===== src/rtl/coin_pkg.sv =====
// coin_pkg: shared state encoding, default coin table and greedy change selection.
package coin_pkg;

    localparam int MAX_N = 32;

    typedef enum logic [2:0] {
        IDLE     = 3'd0,
        WAIT_OK  = 3'd1,
        WAIT_ERR = 3'd2,
        ERROR    = 3'd3,
        CHANGE   = 3'd4
    } state_t;

    localparam logic [27:0] COIN_VALS_D = {7'd25, 7'd10, 7'd5, 7'd1};

    // Coins are stored in ascending value order, so the highest fitting index is the greedy choice.
    function automatic logic [MAX_N-1:0] greedy_pick(input logic [MAX_N-1:0] fits);
        greedy_pick = '0;
        for (int i = 0; i < MAX_N; i++)
            if (fits[i]) greedy_pick = MAX_N'(1) << i;
    endfunction

endpackage


===== src/rtl/coin_accum_ctrl_if.sv =====
// coin_accum_ctrl_if: coin, vend and change-dispenser signals between the controller and its host.
interface coin_accum_ctrl_if #(
    parameter int NCOIN = 4,
    parameter int BAL_W = 7
);
    logic [NCOIN-1:0] coin_sel;
    logic [BAL_W-1:0] price;
    logic             vend_req;
    logic             chg_req;
    logic             chg_ready;
    logic             err_clr;
    logic [BAL_W-1:0] balance;
    logic             chg_valid;
    logic [NCOIN-1:0] chg_coin;
    logic             vend_ok;
    logic             vend_deny;
    logic             full;
    logic             error;
    logic             busy;

    modport master (
        input  coin_sel, price, vend_req, chg_req, chg_ready, err_clr,
        output balance, chg_valid, chg_coin, vend_ok, vend_deny, full, error, busy
    );

    modport slave (
        output coin_sel, price, vend_req, chg_req, chg_ready, err_clr,
        input  balance, chg_valid, chg_coin, vend_ok, vend_deny, full, error, busy
    );
endinterface


===== src/rtl/key_edge_sync.sv =====
// key_edge_sync: two-flop synchroniser for a raw key plus a one-cycle falling-edge pulse.
module key_edge_sync #(
    parameter logic RST_VAL = 1'b1
) (
    input  logic clk,
    input  logic rst_n,
    input  logic din,
    output logic level,
    output logic fall
);
    logic s1, prev;

    always_ff @(posedge clk or negedge rst_n) begin
        if (!rst_n) {s1, level, prev} <= {3{RST_VAL}};
        else        {s1, level, prev} <= {din, s1, level};
    end

    assign fall = prev & ~level;
endmodule


===== src/rtl/coin_accum_ctrl.sv =====
// coin_accum_ctrl: coin balance accumulator with vend deduction and greedy one-coin-per-handshake change.
module coin_accum_ctrl
    import coin_pkg::*;
#(
    parameter int                     NCOIN     = 4,
    parameter int                     BAL_W     = 7,
    parameter int                     MAX_BAL   = 99,
    parameter logic [NCOIN*BAL_W-1:0] COIN_VALS = COIN_VALS_D
) (
    input logic               MAX10_CLK1_50,
    input logic               rst_n,
    input logic               key_ins_n,
    coin_accum_ctrl_if.master bus
);
    localparam logic [BAL_W:0] MAX_B = (BAL_W+1)'(MAX_BAL);

    state_t           state;
    logic             key_lvl, press;
    logic [BAL_W-1:0] coin_val, chg_val, diff;
    logic [BAL_W:0]   sum;
    logic [NCOIN-1:0] fits, pick;

    key_edge_sync #(.RST_VAL(1'b1)) u_key (
        .clk   (MAX10_CLK1_50),
        .rst_n (rst_n),
        .din   (key_ins_n),
        .level (key_lvl),
        .fall  (press)
    );

    always_comb begin
        coin_val = '0;
        chg_val  = '0;
        fits     = '0;
        for (int i = 0; i < NCOIN; i++) begin
            fits[i] = COIN_VALS[i*BAL_W +: BAL_W] <= bus.balance;
            if (bus.coin_sel[i]) coin_val = coin_val | COIN_VALS[i*BAL_W +: BAL_W];
        end
        pick = NCOIN'(greedy_pick(MAX_N'(fits)));
        for (int i = 0; i < NCOIN; i++)
            if (pick[i]) chg_val = chg_val | COIN_VALS[i*BAL_W +: BAL_W];
        sum  = {1'b0, bus.balance} + {1'b0, coin_val};
        diff = bus.balance - bus.price;
    end

    assign bus.chg_coin = bus.chg_valid ? pick : '0;
    assign bus.error    = (state == WAIT_ERR) || (state == ERROR);
    assign bus.busy     = state != IDLE;

    always_ff @(posedge MAX10_CLK1_50 or negedge rst_n) begin
        if (!rst_n) begin
            state         <= IDLE;
            bus.balance   <= '0;
            bus.chg_valid <= 1'b0;
            bus.vend_ok   <= 1'b0;
            bus.vend_deny <= 1'b0;
            bus.full      <= 1'b0;
        end else begin
            bus.vend_ok   <= 1'b0;
            bus.vend_deny <= 1'b0;
            case (state)
                IDLE: begin
                    if (press) begin
                        if (!$onehot0(bus.coin_sel)) state <= WAIT_ERR;
                        else begin
                            state <= WAIT_OK;
                            if (sum <= MAX_B) bus.balance <= sum[BAL_W-1:0];
                            else              bus.full    <= 1'b1;
                        end
                    end else if (bus.vend_req) begin
                        if (bus.balance >= bus.price) begin
                            bus.balance <= diff;
                            bus.vend_ok <= 1'b1;
                            if ({1'b0, diff} < MAX_B) bus.full <= 1'b0;
                        end else bus.vend_deny <= 1'b1;
                    end else if (bus.chg_req && bus.balance != '0) begin
                        state         <= CHANGE;
                        bus.chg_valid <= 1'b1;
                    end
                end
                WAIT_OK:  if (key_lvl) state <= IDLE;
                WAIT_ERR: if (key_lvl) state <= ERROR;
                ERROR:    if (bus.err_clr) state <= IDLE;
                CHANGE: begin
                    if (bus.chg_ready) begin
                        bus.balance <= bus.balance - chg_val;
                        if (bus.balance == chg_val) begin
                            state         <= IDLE;
                            bus.chg_valid <= 1'b0;
                            bus.full      <= 1'b0;
                        end
                    end
                end
                default: state <= IDLE;
            endcase
        end
    end
endmodule

===== src/flat_wrapper.sv =====
// flat-port wrapper written by rule: the top's interface ports become plain ports
module coin_accum_ctrl_flat import coin_pkg::*;
#(
    parameter int                     NCOIN     = 4,
    parameter int                     BAL_W     = 7,
    parameter int                     MAX_BAL   = 99,
    parameter logic [NCOIN*BAL_W-1:0] COIN_VALS = COIN_VALS_D
)
  (MAX10_CLK1_50, rst_n, key_ins_n, bus_coin_sel, bus_price, bus_vend_req, bus_chg_req, bus_chg_ready, bus_err_clr, bus_balance, bus_chg_valid, bus_chg_coin, bus_vend_ok, bus_vend_deny, bus_full, bus_error, bus_busy);
  coin_accum_ctrl_if #(.NCOIN(NCOIN), .BAL_W(BAL_W)) bus_i ();
  input logic MAX10_CLK1_50;
  input logic rst_n;
  input logic key_ins_n;
  input wire logic [$bits(bus_i.coin_sel)-1:0] bus_coin_sel;
  input wire logic [$bits(bus_i.price)-1:0] bus_price;
  input wire logic [$bits(bus_i.vend_req)-1:0] bus_vend_req;
  input wire logic [$bits(bus_i.chg_req)-1:0] bus_chg_req;
  input wire logic [$bits(bus_i.chg_ready)-1:0] bus_chg_ready;
  input wire logic [$bits(bus_i.err_clr)-1:0] bus_err_clr;
  output wire logic [$bits(bus_i.balance)-1:0] bus_balance;
  output wire logic [$bits(bus_i.chg_valid)-1:0] bus_chg_valid;
  output wire logic [$bits(bus_i.chg_coin)-1:0] bus_chg_coin;
  output wire logic [$bits(bus_i.vend_ok)-1:0] bus_vend_ok;
  output wire logic [$bits(bus_i.vend_deny)-1:0] bus_vend_deny;
  output wire logic [$bits(bus_i.full)-1:0] bus_full;
  output wire logic [$bits(bus_i.error)-1:0] bus_error;
  output wire logic [$bits(bus_i.busy)-1:0] bus_busy;
  assign bus_i.coin_sel = bus_coin_sel;
  assign bus_i.price = bus_price;
  assign bus_i.vend_req = bus_vend_req;
  assign bus_i.chg_req = bus_chg_req;
  assign bus_i.chg_ready = bus_chg_ready;
  assign bus_i.err_clr = bus_err_clr;
  assign bus_balance = bus_i.balance;
  assign bus_chg_valid = bus_i.chg_valid;
  assign bus_chg_coin = bus_i.chg_coin;
  assign bus_vend_ok = bus_i.vend_ok;
  assign bus_vend_deny = bus_i.vend_deny;
  assign bus_full = bus_i.full;
  assign bus_error = bus_i.error;
  assign bus_busy = bus_i.busy;
  coin_accum_ctrl #(.NCOIN(NCOIN), .BAL_W(BAL_W), .MAX_BAL(MAX_BAL), .COIN_VALS(COIN_VALS)) u_core (.MAX10_CLK1_50(MAX10_CLK1_50), .rst_n(rst_n), .key_ins_n(key_ins_n), .bus(bus_i));
endmodule

===== config.mk =====
export PLATFORM = sky130hd
export DESIGN_NAME = coin_accum_ctrl_flat
export DESIGN_NICKNAME = d
export VERILOG_FILES = /design/src/rtl/coin_pkg.sv /design/src/rtl/coin_accum_ctrl_if.sv /design/src/rtl/key_edge_sync.sv /design/src/rtl/coin_accum_ctrl.sv /design/src/flat_wrapper.sv
export SDC_FILE = /design/constraint.sdc
export NUM_CORES = 1
export LEC_CHECK = 0
export BUFFER_PORTS_ARGS = -buffer_cell sky130_fd_sc_hd__buf_2
export CORE_MARGIN = 5
export CORE_UTILIZATION = 35
export CTS_CLUSTER_DIAMETER = 60
export CTS_CLUSTER_SIZE = 14
export DETAILED_ROUTE_END_ITERATION = 16
export SYNTH_ARGS = -nofsm -noshare
export SYNTH_HDL_FRONTEND = slang
export SYNTH_SLANG_ARGS = --single-unit

===== constraint.sdc =====
create_clock -name MAX10_CLK1_50 -period 3.7 [get_ports MAX10_CLK1_50]
set_input_delay 0.74 -clock MAX10_CLK1_50 [delete_from_list [all_inputs] [get_ports MAX10_CLK1_50]]
set_output_delay 0.74 -clock MAX10_CLK1_50 [all_outputs]
set_load 0.005 [all_outputs]

# ---- Yosys cells after proc, flatten, opt, wreduce, memory -nomap -nowiden
# Index checks and enable logic that the tools add are counted.
dict set report classes {
  addsub 6
  n_lt_le_gt_ge 8
  n_eq_ne 21
  muxes 51
  bitwise_logic 2
  n_reduce_logical 10
}
# operator n
set ops {}
lappend ops {{$mux W7} 6}
lappend ops {{$mux W3} 10}
lappend ops {{$mux W4} 6}
lappend ops {{$mux W1} 22}
lappend ops {{$pmux W3 S5} 1}
lappend ops {{$pmux W7 S2} 1}
lappend ops {{$ne A2 B2 Y1 const B} 6}
lappend ops {{$reduce_and A6 Y1} 2}
lappend ops {{$mux W5} 2}
lappend ops {{$ne A3 B1 Y1 const B} 3}
lappend ops {{$ne A3 B3 Y1 const B} 3}
lappend ops {{$add A7 B7 Y8} 1}
lappend ops {{$le A8 B7 Y1 const B} 1}
lappend ops {{$reduce_and A8 Y1} 1}
lappend ops {{$eq A7 B5 Y1} 1}
lappend ops {{$ge A7 B7 Y1} 1}
lappend ops {{$le A1 B7 Y1 const A} 1}
lappend ops {{$le A3 B7 Y1 const A} 1}
lappend ops {{$le A4 B7 Y1 const A} 1}
lappend ops {{$le A5 B7 Y1 const A} 1}
lappend ops {{$lt A7 B7 Y1 const B} 1}
lappend ops {{$reduce_and A7 Y1} 1}
lappend ops {{$reduce_bool A7 Y1} 1}
lappend ops {{$sub A7 B5 Y7} 1}
lappend ops {{other kinds (18)} 23}
dict set report totals {
  ff_bits 17
  inputBits 18
  out_inout_bits 17
  wordCells 107
}

# ---- Depth between registers and ports, before layout
# Gate-level depths: netlist of the first run.
dict set report depth {
  ltp_word 13
  depth_mapped 14
}

# ---- Modules after synthesis
# Synthesis of the first run repeated with hierarchy kept, for this count alone.
dict set report hier_totals {
  cells_unflattened 238
  area_unflattened_um2 1991.9
}
# module instances cells_each area_per_inst_um2
set by_module_without_submodules {}
lappend by_module_without_submodules {coin_accum_ctrl 1 234 1899.3}
lappend by_module_without_submodules {key_edge_sync 1 4 92.6}

# ---- Worst setup path before layout of the first run
# Ideal clock, no wire load.
dict set report synth_path {
  path_type {in2reg}
  startpoint {input bus_coin_sel[0]}
  endpoint {register u_core.bus.balance[3]}
  setup_time_ns 0.125
  arrival_time_ns 3.025
  required_ns 3.575
  path_slack_ns 0.550
  cell_stages 14
  path_buffers 1
  cell_sequence {inv_1 ha_1 nand2_1 ha_1 inv_1 fa_1 nor2b_1 o21ai_1 o22ai_1 xnor2_2 nor4b_4 or3_1 buf_6 mux2_4}
}
dict set report synth_via {
  elab_chain_cells 9
  elab_cells_between_ends 16
  classes_between {add/sub (3); order compare (2); eq/ne (2); mux (8); reduce/logical (1)}
}
# item line
set synth_lines {}
lappend synth_lines {{from (decl)} flat_wrapper.sv:14} ;# input wire logic [$bits(bus_i.coin_sel)-1:0] bus_coin_sel;
lappend synth_lines {{parallel branches: the longest is 9 deep, another holds $add A7 B7 Y8} n/a}
lappend synth_lines {{to (signal assigned)} coin_accum_ctrl.sv:67} ;# if (sum <= MAX_B) bus.balance <= sum[BAL_W-1:0];
lappend synth_lines {{to (signal assigned)} coin_accum_ctrl.sv:72} ;# bus.balance <= diff;
lappend synth_lines {{to (signal assigned)} coin_accum_ctrl.sv:86} ;# bus.balance <= bus.balance - chg_val;
lappend synth_lines {{to (decl)} coin_accum_ctrl_if.sv:23} ;# output balance, chg_valid, chg_coin, vend_ok, vend_deny, full, error, busy
# Several ways; the timed one is not identified. The select of a mux whose other input is x is not followed.
# A chain may end at the register's enable or synchronous reset.

# ---- Final worst setup path of the first run
dict set report layout_path {
  startpoint {register u_core.bus.balance[0]}
  endpoint {register u_core.bus.balance[5]}
}
dict set report layout_via {
  elab_chain_cells 12
  elab_cells_between_ends 27
  classes_between {add/sub (3); order compare (6); eq/ne (2); mux (15); reduce/logical (1)}
}
# item line
set layout_lines {}
lappend layout_lines {{$le A1 B7 Y1} coin_accum_ctrl.sv:36} ;# fits[i] = COIN_VALS[i*BAL_W +: BAL_W] <= bus.balance;
lappend layout_lines {{$mux W1} coin_pkg.sv:20} ;# if (fits[i]) greedy_pick = MAX_N'(1) << i;
lappend layout_lines {{$mux W4 (3 in a row)} coin_pkg.sv:20}
lappend layout_lines {{$mux W1} coin_accum_ctrl.sv:41} ;# if (pick[i]) chg_val = chg_val | COIN_VALS[i*BAL_W +: BAL_W];
lappend layout_lines {{$mux W3} coin_accum_ctrl.sv:41}
lappend layout_lines {{$mux W4} coin_accum_ctrl.sv:41}
lappend layout_lines {{$mux W5} coin_accum_ctrl.sv:41}
lappend layout_lines {{$sub A7 B5 Y7} coin_accum_ctrl.sv:86}
lappend layout_lines {{$mux W7} coin_accum_ctrl.sv:85} ;# if (bus.chg_ready) begin
lappend layout_lines {{$pmux W7 S2} coin_accum_ctrl.sv:61} ;# case (state)
# Several ways; a longest one is shown, not always the timed one. The select of a mux whose other input is x is not followed.

==> results of run 1 <==
-- flip-flops by register name, summed over array words and instances, names as in the netlist --
register              flops
u_core.u_key.level        1
u_core.state              3
u_core.u_key.s1           1
u_core.bus.chg_valid      1
u_core.bus.vend_deny      1
u_core.bus.vend_ok        1
u_core.u_key.prev         1
u_core.bus.full           1
u_core.bus.balance        7
-- logic make-up (layout without fill, tap and decap cells) --
| kind of cell | after synthesis | after routing | share of synthesized area [%] |
|---|---|---|---|
| adders and majority gates | 26 | 26 | 17.8 |
| DFF | 17 | 17 | 21.5 |
| xor gates and xnor gates | 13 | 13 | 6.08 |
| muxes | 7 | 7 | 3.89 |
| and+or+nand+nor | 80 | 80 | 20.6 |
| AOI/OAI and AO/OA | 70 | 70 | 23.2 |
| buffers and inverters | 34 | 71 | 6.90 |
-- critical path, stage by stage (launching register included) --
cell	delay [ns]
dfrtp_1	0.43
or3_1	0.42
a21boi_0	0.25
nor2b_1	0.27
inv_1	0.09
ha_1	0.29
nor2b_1	0.13
o21ai_0	0.19
a21boi_0	0.15
o21ai_0	0.34
a21oi_1	0.12
o41ai_1	0.27
o21ai_0	0.14
-- worst paths after layout --
check | start | to | slack (ns)
max in group asynchronous | rst_n | u_core.u_key.level | 2.98
max reg2reg | u_core.bus.balance[0] | u_core.bus.balance[5] | 0.45
max | u_core.bus.balance[0] | u_core.bus.balance[5] | 0.45
min in group asynchronous | rst_n | u_core.state[0] | 0.40
min | u_core.u_key.s1 | u_core.u_key.level | 0.36
min reg2reg | u_core.u_key.s1 | u_core.u_key.level | 0.36
-- per-layer routing --
layer / part of all wire, % / global-route usage (%) / vias up
met4: 0.92 / 3.74 / 0
met3: 3.8 / 2.11 / 5
li1: - / - / 942
met5: 0 / 0 / -
met1: 48 / 19.8 / 872
met2: 47 / 24.2 / 38
-- stage by stage --
step           worst slack [ns]  util, %  total power [mW]  instances  hold slack (ns)
2_1_floorplan             0.550        -              1.55        247            0.345
3_3_place_gp              0.281     40.9              1.97        352            0.346
3_5_place_dp              0.207     40.9              1.98        352            0.348
4_1_cts                   0.486     41.7              2.13        356            0.358
5_1_grt                   0.199     41.7              2.34        356            0.367
6_report                  0.447     41.7              2.13        356            0.357
-- cell type report --
class | count | area, sq um | area share (%)
multi-input combinational | 196 | 1430 | 61.9
sequential | 17 | 429 | 18.6
clock buffer | 4 | 45.0 | 1.95
tap | 72 | 90.1 | 3.90
inverter | 27 | 101 | 4.39
timing repair buffer | 40 | 215 | 9.32
-- cells in the final DEF, fill, tap and decap left out, drive strengths merged, types with 2 or more instances in the layout --
cell type | Yosys | routed
a211oi | 3 | 3
a21boi | 3 | 3
a21o | 3 | 3
a21oi | 19 | 19
a311o | 2 | 2
a31oi | 2 | 2
and2 | 3 | 3
and3 | 2 | 2
buf | 3 | 40
clkbuf | 4 | 4
dfrtp | 14 | 14
dfstp | 3 | 3
fa | 4 | 4
ha | 22 | 22
inv | 27 | 27
mux2 | 3 | 3
mux2i | 4 | 4
nand2 | 19 | 19
nand2b | 4 | 4
nand3 | 3 | 3
nor2 | 27 | 27
nor2b | 6 | 6
nor3 | 5 | 5
nor4 | 2 | 2
nor4b | 2 | 2
o21a | 5 | 5
o21ai | 18 | 18
o22ai | 3 | 3
o31ai | 2 | 2
or3 | 2 | 2
xnor2 | 9 | 9
xor2 | 4 | 4
-- power breakdown --
part,leakage (nW),internal (mW),total [mW],switching (mW)
logic,0.877,0.733,1.64,0.909
registers,0.206,0.254,0.344,0.0900
clock network,0.0228,0.0766,0.144,0.0676
total,1.11,1.06,2.13,1.07
==> metrics.txt, run 1 <==
Yosys warning count=0; Residual DRC=0; Post-synth top cells=inv_1, nor2_1, ha_1; CP required=approximately 3.8 ns; Reg2Reg Depth=12; area delta synth->final=15.7%; Setup TNS Final=0 ns; Cell Rows=27; Core ar.=5540 sq um; Final Max Tran Viols=0; register bit total from synthesis=17; Post-DP Area=2260 sq um; startpoint types=register; Max H-tree Level=1; worst slew pin tran=a little under 0.6 ns; Arr. time, crit path=3.37 ns; Seq/Total Area, Yosys=a little over a fifth; min-delay worst type=reg -> reg; Initial Util=36.0%; peak supply drop=0.000310 V; Hold Path Depth=0; # setup viols final=0; CP Capture Type=register; cts hold-fix bufs=0; Power Density=922 nW/um^2; ANT cells=0; Setup CP Type=reg -> reg; nets@finish=329; routed length per instance=between 10 and 15 microns; Die Wd=85.5 microns; Syn Nets=between 200 and 300; max_slew headroom=61.0%; total number of vias=1857; largest net degree at the start of global routing=18; DIE HEIGHT=85.5 microns; share of layout cells above drive strength 1=between 20% and 30%; Post-synth EDFFs=0; I/O pin count=35; DR pass1 iterations=4; Area contributors post-synth=dfrtp_1, ha_1, inv_1; CTS tree=yes; Async S/R FF share, synth=100%; Leakage=1.11 nW; Max-cap violations=0; worst-skew pair later-pin latency=0.26 ns; Achievable Freq=0.307 GHz; setup bufs post-CTS=0; final critical-path share of the clock period=87.9%; Routed WL=around 5.2 mm; top cell type's share of synthesized area=17.6%; vias in the first global route=1843; dominant synthesized flop cell=dfrtp_1; Post-DRT Antenna Nets=0; DP HPWL=around 4.3 mm; TritonCTS Buffers=3; GR Overflow Total=0; first-pass GRT wire length=8.69 mm; RePlAce Congestion=0.888; Post-Syn Area=2000 sq um; synth unique cells=56; post-route cell area=2310 sq um; post-layout minimum cycle time=between 3 and 4 ns; CTS Sinks=17; number of DRC markers in iteration 0=84; antenna violations before repair=0; Port Buffers=34; PostCTS Resize Cnt=0; die area=roughly 7300 sq um; Syn Area/Cell=8.08 sq um; clk slew on worst S/H paths=0.07 ns; RSZ-0062 raised after global routing=false; Worst Clk Skew=0.00541 ns; Final Hold Viols=0; fillers=~580; status=completed; critical-path maximum fanout=5; clk root buf=clkbuf_8; clock tree buffer depth=2; gr usage total=14.6%; area leader, netlist=dfrtp_1; cell count after synthesis=247; DR vias/cell=between 5 and 6
Power figures use the tool's default switching activity.
==> run 2: changes to the inputs <==
--- a/config.mk
+++ b/config.mk
@@ -6,7 +6,7 @@
 export NUM_CORES = 1
 export LEC_CHECK = 0
 export BUFFER_PORTS_ARGS = -buffer_cell sky130_fd_sc_hd__buf_2
-export CORE_MARGIN = 5
+export CORE_MARGIN = 8
 export CORE_UTILIZATION = 35
 export CTS_CLUSTER_DIAMETER = 60
 export CTS_CLUSTER_SIZE = 14
==> metrics.txt, run 2 (same netlist as run 1, synthesis figures left out) <==
status=completed; startpoint types=register; Die Wd=91.5 microns; largest registers=u_core.bus.balance (7), u_core.state (3); Routed WL=between 5 and 6 mm; sw power=1.07 mW; largest net degree at the start of global routing=18; post-layout minimum cycle time=3.21 ns; Setup CP Type=reg -> reg; DIE HEIGHT=just over 90 microns; max FFs per register=7; TritonCTS Buffers=3; DP Worst Slack=around 0.2 ns; max_slew headroom=65.3%; Finished Core Util=roughly two fifths; GR Overflow Total=0; Power Density=just over 900 nW/um^2; Cells after DPL=351; DR pass1 iterations=4; ANT cells=0; Cell Rows=27; Max-cap violations=0; total number of vias=1797; Residual DRC=0; gr usage total=12.4%; Worst Clk Skew=0.00557 ns; first-pass GRT wire length=8.55 mm; clk root buf=clkbuf_8; Hold Worst Slack=0.358 ns; Top reg by flops=u_core.bus.balance; clk slew on worst S/H paths=0.07 ns; setup bufs post-CTS=0; # setup viols final=0; RePlAce Congestion=0.901; Post-DRT Antenna Nets=0; Max H-tree Level=1; met3 usage=3.62%; P_int=~1.1 mW; DP HPWL=4.34 mm; worst-skew pair later-pin latency=0.26 ns; CP required=3.81 ns; DR vias/cell=5.06; PostCTS Resize Cnt=0; Setup TNS Final=0 ns; M1 GR Usage=about 15%; Final Non-Filler Cells=355; vias in the first global route=1783; area delta synth->final=15.4%; Post-DP Area=2260 sq um; cts hold-fix bufs=0; commonest cells after routing, fill and taps aside=buf_2, nor2_1, inv_1; Initial Util=36.2%; final critical-path share of the clock period=86.7%; GR peak layer=met2; RSZ-0062 raised after global routing=false; Arr. time, crit path=3.32 ns; routed length per instance=14.7 microns; Leakage=1.10 nW; Port Buffers=34; antenna violations before repair=0; share of layout cells above drive strength 1=20.1%; Achievable Freq=between 0.3 and 0.4 GHz; Core ar.=5510 sq um; CTS tree=yes; I/O pin count=35; die area=8370 sq um; Logic pwr share=76.9%; final setup margin=0.490 ns; peak supply drop=0.000355 V; reg2reg setup slack=a little under 0.5 ns; register share of total power=16.5%; leading cell type in the layout, fill and taps excluded=buf_2; min-delay worst type=reg -> reg; nets@finish=roughly 330; Final Max Tran Viols=0; Clock power frac=6.6%; clock tree buffer depth=2; total power=2.12 mW; met2 GRT Util=20.8%; sw frac=50.3%; CTS Sinks=17; CP Capture Type=register; Final Hold Viols=0; post-route cell area=2300 sq um; critical-path maximum fanout=7; number of DRC markers in iteration 0=96; worst slew pin tran=~0.5 ns
run 2: changes by cell type in the layout (fill, tap and decap cells not counted):
| cell | change |
|---|---|
| buf_4 | -1 |
| clkinv_2 | +1 |
| clkbuf_1 | -1 |
run 2: worst paths after layout:
path / endpoint / depth (start not counted) / start
setup / recovery: u_core.bus.balance[5] / 12 / u_core.bus.balance[6]
hold / removal: u_core.u_key.level / 0 / u_core.u_key.s1
setup reg to reg: u_core.bus.balance[5] / 12 / u_core.bus.balance[6]
hold reg to reg: u_core.u_key.level / 0 / u_core.u_key.s1
max in group asynchronous: u_core.u_key.prev / 1 / rst_n
min in group asynchronous: u_core.state[2] / 1 / rst_n
run 2: cell type report:
class                   instances  area [sq um]
fillers                       561          3200
clock inverters                 1          5.00
well taps                      72          90.1
repair buffers                 39           208
multi-input cells             196          1430
flip-flops and latches         17           429
inverters                      27           101
clock buffers                   3          41.3
run 2: worst max-delay path, cell delays in order, from the launching register on:
cell      delay [ns]
dfrtp_1         0.48
nor2_1          0.34
a21boi_0        0.28
nor2b_1         0.27
inv_1           0.09
ha_1            0.29
nor2b_1         0.13
o21ai_0         0.19
a21boi_0        0.15
o21ai_0         0.29
a21oi_1         0.12
o41ai_1         0.26
o21ai_0         0.16
run 2: power groups by stage:
| stage | Combinational (mW) | Sequential, mW | Clock, mW |
|---|---|---|---|
| 3_3_place_gp | 1.63 | 0.358 | 0 |
| 4_1_cts | 1.64 | 0.353 | 0.146 |
| 3_5_place_dp | 1.63 | 0.357 | 0 |
| 5_1_grt | 1.83 | 0.365 | 0.154 |
| 6_report | 1.63 | 0.350 | 0.141 |
| 2_1_floorplan | 1.21 | 0.339 | 0 |
run 2: per-layer routing:
layer | vias to the layer above | wire [microns]
met5 | - | 0
met4 | 0 | 48
met3 | 6 | 360
met2 | 42 | 2370
met1 | 811 | 2450
li1 | 938 | -
==> run 3: changes to the inputs <==
--- a/config.mk
+++ b/config.mk
@@ -5,7 +5,7 @@
 export SDC_FILE = /design/constraint.sdc
 export NUM_CORES = 1
 export LEC_CHECK = 0
-export BUFFER_PORTS_ARGS = -buffer_cell sky130_fd_sc_hd__buf_2
+export BUFFER_PORTS_ARGS = -buffer_cell sky130_fd_sc_hd__buf_4
 export CORE_MARGIN = 8
 export CORE_UTILIZATION = 35
 export CTS_CLUSTER_DIAMETER = 60
==> metrics.txt, run 3 (same netlist as run 1, synthesis figures left out) <==
status=completed; number of DRC markers in iteration 0=120; ANT cells=0; worst-skew pair later-pin latency=0.25 ns; Post-DP Area=around 2300 sq um; cts hold-fix bufs=0; leading cell type in the layout, fill and taps excluded=buf_4; Worst Clk Skew=0.00702 ns; largest net degree at the start of global routing=18; TritonCTS Buffers=3; DR vias/cell=just over 5; I/O pin count=35; Final Hold Viols=0; Power Density=between 900 and 1000 nW/um^2; Initial Util=between 30% and 40%; setup bufs post-CTS=0; Cells after DPL=~350; CP required=3.81 ns; PostCTS Resize Cnt=0; Most common cell on crit path=o21ai_0; Cell Rows=27; worst path cell trace=or3_1 > a21boi_0 > nor2b_1 > inv_1 > ha_1 > nor2b_1 > o21ai_0 > a21boi_0 > o21ai_0 > a21oi_1 > o41ai_1 > o21ai_0; Routed WL=5.39 mm; CTS tree=yes; slowest CP cell=dfrtp_1; clk slew on worst S/H paths=roughly 0.07 ns; clk root buf=clkbuf_8; Port Buffers=34; area delta synth->final=20.0%; min-delay worst type=in -> async; largest registers=u_core.bus.balance (7), u_core.state (3); RSZ-0062 raised after global routing=false; DIE HEIGHT=91.5 microns; nets@finish=~330; Die Wd=91.5 microns; first-pass GRT wire length=9.00 mm; RePlAce Congestion=between 0.8 and 0.9; WP buf/inv=1; antenna violations before repair=0; gr usage total=12.9%; peak supply drop=0.000279 V; Setup TNS Final=0 ns; clock tree buffer depth=2; fillers=559; max_slew headroom=between 60% and 70%; Final Non-Filler Cells=356; crit-path max cell delay=0.44 ns; CP Capture Type=register; Residual DRC=0; Top reg by flops=u_core.bus.balance; commonest cells after routing, fill and taps aside=buf_4, nor2_1, inv_1; Max-cap violations=0; share of layout cells above drive strength 1=20.1%; routed length per instance=15.1 microns; Achievable Freq=0.313 GHz; Core ar.=5510 sq um; CP delay by family, top=compound AO/OA/AOI/OAI gates; Final Max Tran Viols=0; Max H-tree Level=1; # setup viols final=0; Leakage=around 1.1 nW; Arr. time, crit path=around 3.3 ns; Post-DRT Antenna Nets=0; DP HPWL=4.45 mm; critical-path maximum fanout=5; GR Overflow Total=0; total power=2.19 mW; worst slew pin tran=slightly above 0.5 ns; final critical-path share of the clock period=86.5%; max FFs per register=7; total number of vias=1849; startpoint types=register; die area=8370 sq um; CTS Sinks=17; Setup CP Type=reg -> reg; DR pass1 iterations=4; post-route cell area=2390 sq um; vias in the first global route=1835; post-layout minimum cycle time=3.20 ns
[run 3: cell types whose count changed in the layout (fill, tap and decap cells not counted)]
| cell | previous run | this run |
|---|---|---|
| buf_2 | 34 | 0 |
| buf_4 | 5 | 40 |
| clkbuf_1 | 0 | 1 |
| clkinv_2 | 1 | 0 |
[run 3: path summary, 6_finish.rpt]
check	start	endpoint	slack [ns]	cells past startpoint
setup / recovery	u_core.bus.balance[0]	u_core.bus.balance[5]	0.50	12
hold / removal	rst_n	u_core.bus.full	0.34	1
setup reg to reg	u_core.bus.balance[0]	u_core.bus.balance[5]	0.50	12
hold reg to reg	u_core.u_key.s1	u_core.u_key.level	0.36	0
max in group asynchronous	rst_n	u_core.u_key.prev	3.11	1
min in group MAX10_CLK1_50	u_core.u_key.s1	u_core.u_key.level	0.36	0
[run 3: cell type report]
class	instances	area [sq um]	share of cell area, %
multi-input cells	196	1430	59.7
flip-flops and latches	17	429	17.9
repair buffers	40	300	12.5
inverters	27	101	4.23
well taps	72	90.1	3.76
clock buffers	4	45.0	1.88
[run 3: per-layer routing]
metal	track usage, %	share of wire [%]	up-vias
met1	16.3	47	862
met4	1.64	0.24	0
met2	21.8	47	47
li1	-	-	938
met5	0	0	-
met3	3.62	6.1	2
[run 3: through the flow]
step / setup slack, ns / utilization, % / hold slack (ns)
finish: 0.500 / 43.5 / 0.338
global route: 0.172 / 43.5 / 0.344
detailed placement: 0.245 / 42.7 / 0.350
floorplan: 0.550 / - / 0.345
global placement: 0.323 / 42.7 / 0.346
CTS: 0.488 / 43.5 / 0.343
[run 3: where the power goes]
part           internal, mW  leakage (nW)  switching, mW
clock                0.0764        0.0228         0.0617
sequential            0.254         0.206         0.0907
combinational         0.784         0.900          0.926
[run 3: worst reg2reg max path: cells and delay by family (launching register included)]
kind,cells,cell delay (ns)
AO/OA/AOI/OAI,7,1.39
adder cells (fa/ha/maj),1,0.30
buffers and inverters,1,0.10
flip-flops,1,0.44
AND/OR/NAND/NOR,3,0.83
